### src/rtl/mem_bus_arbiter_pkg.sv
// Shared types for the fetch/mem memory-bus arbiter: owner encoding,
// FSM states and the captured bus-request record.
package mem_bus_arbiter_pkg;

  localparam int BUS_ADDR_W = 32;
  localparam int BUS_DATA_W = 32;

  typedef enum logic {
    OWNER_FETCH = 1'b0,
    OWNER_MEM   = 1'b1
  } owner_e;

  typedef enum logic {
    IDLE = 1'b0,
    WAIT = 1'b1
  } state_e;

  typedef struct packed {
    logic                    mode;
    logic [BUS_ADDR_W-1:0]   addr;
    logic [BUS_DATA_W-1:0]   wdata;
    logic [BUS_DATA_W/8-1:0] wstrb;
  } bus_req_t;

  function automatic owner_e other_owner(input owner_e o);
    return (o == OWNER_MEM) ? OWNER_FETCH : OWNER_MEM;
  endfunction

endpackage

### src/rtl/mem_bus_arbiter_req_slot.sv
// One-deep request slot: captures a request pulse, presents it until the
// owning transaction completes, and flags pulses that arrive while occupied.
module req_slot
  import mem_bus_arbiter_pkg::*;
(
  input  logic     clk,
  input  logic     rst,
  input  logic     req_en,
  input  bus_req_t req,
  input  logic     clear,
  output logic     pending,
  output bus_req_t sel,
  output logic     overrun
);

  logic     valid;
  bus_req_t held;

  // The slot stays valid while its transaction is in flight, so a new pulse
  // during that window (including the completing cycle) is an overrun.
  always_ff @(posedge clk) begin
    if (rst) begin
      valid <= 1'b0;
      held  <= '0;
    end else if (clear) begin
      valid <= 1'b0;
    end else if (req_en && !valid) begin
      valid <= 1'b1;
      held  <= req;
    end
  end

  assign pending = valid | req_en;
  assign sel     = valid ? held : req;
  assign overrun = req_en & valid;

endmodule

### src/rtl/mem_bus_arbiter.sv
// Arbitrates fetch and mem request channels onto one downstream memory bus,
// one transaction at a time, round-robin on ties; routes responses back.
module mem_bus_arbiter
  import mem_bus_arbiter_pkg::*;
#(
  parameter int ADDR_W = BUS_ADDR_W,
  parameter int DATA_W = BUS_DATA_W
) (
  input  logic              clk,
  input  logic              rst,
  input  logic              f_req_en,
  input  logic              f_mode,
  input  logic [ADDR_W-1:0] f_addr,
  input  logic [DATA_W-1:0] f_wdata,
  input  logic [DATA_W/8-1:0] f_wstrb,
  output logic              f_resp_en,
  output logic [DATA_W-1:0] f_resp_data,
  output logic              f_resp_exc,
  input  logic              m_req_en,
  input  logic              m_mode,
  input  logic [ADDR_W-1:0] m_addr,
  input  logic [DATA_W-1:0] m_wdata,
  input  logic [DATA_W/8-1:0] m_wstrb,
  output logic              m_resp_en,
  output logic [DATA_W-1:0] m_resp_data,
  output logic              m_resp_exc,
  output logic              d_req_en,
  output logic              d_mode,
  output logic [ADDR_W-1:0] d_addr,
  output logic [DATA_W-1:0] d_wdata,
  output logic [DATA_W/8-1:0] d_wstrb,
  input  logic              d_resp_en,
  input  logic [DATA_W-1:0] d_resp_data,
  input  logic              d_exc_en,
  output logic              busy,
  output logic              grant_mem,
  output logic              err_overrun
);

  state_e   state, state_nxt;
  owner_e   owner, last_grant, issue_owner;
  logic     issue, complete;
  logic     f_pending, m_pending, f_overrun, m_overrun;
  logic     f_clear, m_clear;
  bus_req_t f_in, m_in, f_sel, m_sel, issue_req;

  assign f_in = {f_mode, f_addr, f_wdata, f_wstrb};
  assign m_in = {m_mode, m_addr, m_wdata, m_wstrb};

  assign f_clear = complete && (owner == OWNER_FETCH);
  assign m_clear = complete && (owner == OWNER_MEM);

  req_slot u_f_slot (
    .clk     (clk),
    .rst     (rst),
    .req_en  (f_req_en),
    .req     (f_in),
    .clear   (f_clear),
    .pending (f_pending),
    .sel     (f_sel),
    .overrun (f_overrun)
  );

  req_slot u_m_slot (
    .clk     (clk),
    .rst     (rst),
    .req_en  (m_req_en),
    .req     (m_in),
    .clear   (m_clear),
    .pending (m_pending),
    .sel     (m_sel),
    .overrun (m_overrun)
  );

  always_ff @(posedge clk) begin
    if (rst) state <= IDLE;
    else     state <= state_nxt;
  end

  always_comb begin
    state_nxt   = state;
    issue       = 1'b0;
    complete    = 1'b0;
    issue_owner = OWNER_FETCH;
    unique case (state)
      IDLE: begin
        if (f_pending || m_pending) begin
          issue     = 1'b1;
          state_nxt = WAIT;
          if (f_pending && m_pending) issue_owner = other_owner(last_grant);
          else if (m_pending)         issue_owner = OWNER_MEM;
          else                        issue_owner = OWNER_FETCH;
        end
      end
      WAIT: begin
        if (d_resp_en || d_exc_en) begin
          complete  = 1'b1;
          state_nxt = IDLE;
        end
      end
      default: state_nxt = IDLE;
    endcase
  end

  assign issue_req = (issue_owner == OWNER_MEM) ? m_sel : f_sel;

  always_ff @(posedge clk) begin
    if (rst) begin
      owner       <= OWNER_FETCH;
      last_grant  <= OWNER_MEM;
      d_req_en    <= 1'b0;
      d_mode      <= 1'b0;
      d_addr      <= '0;
      d_wdata     <= '0;
      d_wstrb     <= '0;
      f_resp_en   <= 1'b0;
      f_resp_data <= '0;
      f_resp_exc  <= 1'b0;
      m_resp_en   <= 1'b0;
      m_resp_data <= '0;
      m_resp_exc  <= 1'b0;
      err_overrun <= 1'b0;
    end else begin
      d_req_en    <= issue;
      f_resp_en   <= f_clear;
      m_resp_en   <= m_clear;
      err_overrun <= err_overrun | f_overrun | m_overrun;
      if (issue) begin
        owner      <= issue_owner;
        last_grant <= issue_owner;
        d_mode     <= issue_req.mode;
        d_addr     <= issue_req.addr;
        d_wdata    <= issue_req.wdata;
        d_wstrb    <= issue_req.wstrb;
      end
      // Response data is only meaningful while the matching resp_en is high.
      if (f_clear) begin
        f_resp_data <= d_resp_data;
        f_resp_exc  <= d_exc_en;
      end
      if (m_clear) begin
        m_resp_data <= d_resp_data;
        m_resp_exc  <= d_exc_en;
      end
    end
  end

  assign busy      = (state == WAIT);
  assign grant_mem = (state == WAIT) && (owner == OWNER_MEM);

endmodule

### config.mk
export PLATFORM = sky130hd
export DESIGN_NAME = mem_bus_arbiter
export DESIGN_NICKNAME = d
export VERILOG_FILES = /design/src/rtl/mem_bus_arbiter_pkg.sv /design/src/rtl/mem_bus_arbiter_req_slot.sv /design/src/rtl/mem_bus_arbiter.sv
export SDC_FILE = /design/constraint.sdc
export NUM_CORES = 1
export LEC_CHECK = 0
export ABC_AREA = 1
export ABC_CLOCK_PERIOD_IN_PS = 4950
export CAP_MARGIN = 10
export CORE_ASPECT_RATIO = 2
export CORE_MARGIN = 5
export CORE_UTILIZATION = 41
export DETAILED_ROUTE_END_ITERATION = 6
export PLACE_DENSITY = 0.67
export SKIP_LAST_GASP = 1
export SLEW_MARGIN = 20
export SYNTH_ARGS = -nofsm -noshare
export SYNTH_HDL_FRONTEND = slang
export SYNTH_SLANG_ARGS = --single-unit
### constraint.sdc
create_clock -name clk -period 4.95 [get_ports clk]
set_clock_uncertainty 0.2 [all_clocks]
set_input_delay 0.7425 -clock clk [delete_from_list [all_inputs] [get_ports clk]]
set_output_delay 0.7425 -clock clk [all_outputs]
set_load 0.05 [all_outputs]
==> results_dict.tcl <==
set metrics [dict create \
    status "complete, no violations" \
    area_growth_pct 31.5 \
    setup_violations 0 \
    synth_top_area_share_pct 42.2 \
    place_hpwl_mm 28.9 \
    timing.setup.tns_ns 0 \
    startpoint_type "flop" \
    slowest_delay_ns 0.64 \
    crit_required_ns 5.19 \
    vias_per_cell 4.75 \
    root_buffer "clkbuf_16" \
    layout.cells.non_filler 2853 \
    dieArea_mm2 0.0365 \
    cpMaxStageDelayCell "buf_4" \
    dr.first_iter.drc_count 701 \
    path_cells "buf_4 -> nor2_1 -> nand2_1 -> nand2_4 -> inv_2 -> buf_4 -> nand3_1 -> nand2_1 -> inv_1" \
    critPathKind "flop to flop" \
    grt_pass1_wl_mm 68.2 \
    layout_commonest_cell "nand2_1" \
    leakage_nw 8.91 \
    tightest_slew_ns 1.00 \
    finalHoldViolCount 0 \
    htree_num_levels 1 \
    grt_max_degree 142 \
    die_h_um 265 \
    min_period_ns 3.17 \
    endpoint_kind "flop" \
    place_congestion 0.860 \
    num_rows 93 \
    synth_nets 2354 \
    via_count 13560 \
    hp-class "flop to flop" \
    final_cell_mix "nand2_1, nor2_1, clkdlybuf4s50_1" \
    grt_pass1_vias 13052 \
    firstDrtPassIters 6 \
    fp.dieW_um 138 \
    drt-total-wl_mm 43.4 \
    initial_core_util_pct 41.5 \
    cts.sink_count 282 \
    peakVddDrop_uv 240 \
    grt_setup_unrepaired "no" \
    cts_tree "built" \
    nets 2575 \
    routedWlPerCell_um 15.2 \
    synth_area_leader_cell "dfxtp_1" \
    core_area_mm2 0.0322 \
    avgSynthCellArea_um2 6.14 \
    slew_violations 0 \
    io_pins 317 \
    power_mw 6.55 \
    port_buffers 316 \
    p_per_area_mw_per_mm2 373 \
    clock_path_buffers 3 \
    drc 0 \
    synth_warnings 0 \
    cts_buffers 27 \
    clk_latency_ns 0.54 \
    slew_headroom_pct 33.1 \
    ant_nets 0 \
    cts_resized 0 \
    cts_setup_buffers 0 \
    holdBufCountCts 0 \
    antenna_found_initial 7 \
    cap_viol_max_count 0 \
    max_freq_ghz 0.316 \
    dp.cells 2796 \
    synth_cell_type_count 15 \
    cp.arrival_ns 3.40 \
    period_share_pct 64.0 \
    netlist_instances 2178 \
    fill_cells 3232 \
    synth_area_mm2 0.0134 \
    synth_area_leaders "dfxtp_1, nand2_1, nor2_1" \
    clk_pin_slew_ns 0.06 \
    worstPathMaxFanout 72 \
    fin_hold_ws_ns 0.269 \
    drive_above_1_share_pct 3.27 \
    seq_area_frac_synth_pct 42.2 \
    grt_overflow_total 0 \
    synth_seq_cells 282 \
    grt_usage_pct 23.2 \
]
==> worst max-delay path, delay by kind of cell (launching register included) <==
kind | cells | cell delay (ns)
buf+inv | 4 | 1.62
simple gates | 5 | 0.87
flops | 1 | 0.31
==> metrics by stage <==
step	area (µm²)	utilization [%]	worst slack, ns
final	17600	54.6	1.78
after CTS	17500	54.4	1.76
after global placement	16600	51.4	1.41
after detailed placement	16600	51.4	1.28
after global routing	17600	54.6	1.51
after floorplan	13400	-	2.91
==> power by group <==
part           total, mW  internal [mW]  switching, mW
logic               1.71          0.585           1.12
clock network       2.25           1.35          0.903
registers           2.60           2.48          0.112
total               6.55           4.41           2.14
==> layer usage <==
| layer | vias to the layer above | GRT usage, % | part of all wire [%] |
|---|---|---|---|
| li1 | 6966 | - | - |
| met1 | 6118 | 24.1 | 36 |
| met2 | 395 | 43.1 | 53 |
| met3 | 81 | 5.03 | 6.7 |
| met4 | 0 | 11.0 | 4.4 |
| met5 | - | 0 | 0 |
==> state kept, by name (all words and copies together), names as in the netlist <==
| signal | count |
|---|---|
| u_f_slot.held | 69 |
| err_overrun | 1 |
| u_f_slot.valid | 1 |
| f_resp_en | 1 |
| m_resp_exc | 1 |
| d_wdata | 32 |
| d_addr | 32 |
| f_resp_data | 32 |
| d_req_en | 1 |
| d_mode | 1 |
| last_grant | 1 |
| m_resp_data | 32 |
| busy | 1 |
| u_m_slot.valid | 1 |
| m_resp_en | 1 |
| u_m_slot.held | 69 |
| f_resp_exc | 1 |
| owner | 1 |
| d_wstrb | 4 |
==> worst paths after layout <==
| check | start | to | slack [ns] | depth (start not counted) |
|---|---|---|---|---|
| max reg2reg | u_m_slot.valid | d_addr[21] | 1.78 | 9 |
| min reg2reg | f_resp_data[24] | f_resp_data[24] | 0.27 | 2 |
| max | u_m_slot.valid | d_addr[21] | 1.78 | 9 |
| min | f_resp_data[24] | f_resp_data[24] | 0.27 | 2 |
==> layout make-up <==
cell class	count	area (µm²)	share of cell area, %
diodes	7	17.5	0.0996
clock buffers	41	858	4.88
clock inverters	8	115	0.654
inverters	285	1070	6.11
multi-input cells	1472	6020	34.2
flip-flops and latches	282	5650	32.1
well taps	427	534	3.04
repair buffers	331	3320	18.9
==> logic make-up (layout without fill, tap and decap cells) <==
logic type / after synthesis / count (layout) / share of synthesized area [%]
other cells: 0 / 7 / 0
compound gates: 143 / 143 / 5.38
flops: 282 / 282 / 42.2
buf+inv: 424 / 665 / 13.1
simple gates: 1329 / 1329 / 39.3
==> synth_stat cells <==
cell	count
nand3_1	205
a21oi_1	140
nor2_2	3
nor2_1	354
buf_4	29
o21ai_2	1
inv_1	282
clkbuf_1	56
nand2_2	2
o21ai_0	2
dfxtp_1	282
nand2_1	765
buf_2	38
buf_1	16
inv_2	3
Note: power is estimated with default switching activity, not from simulation.
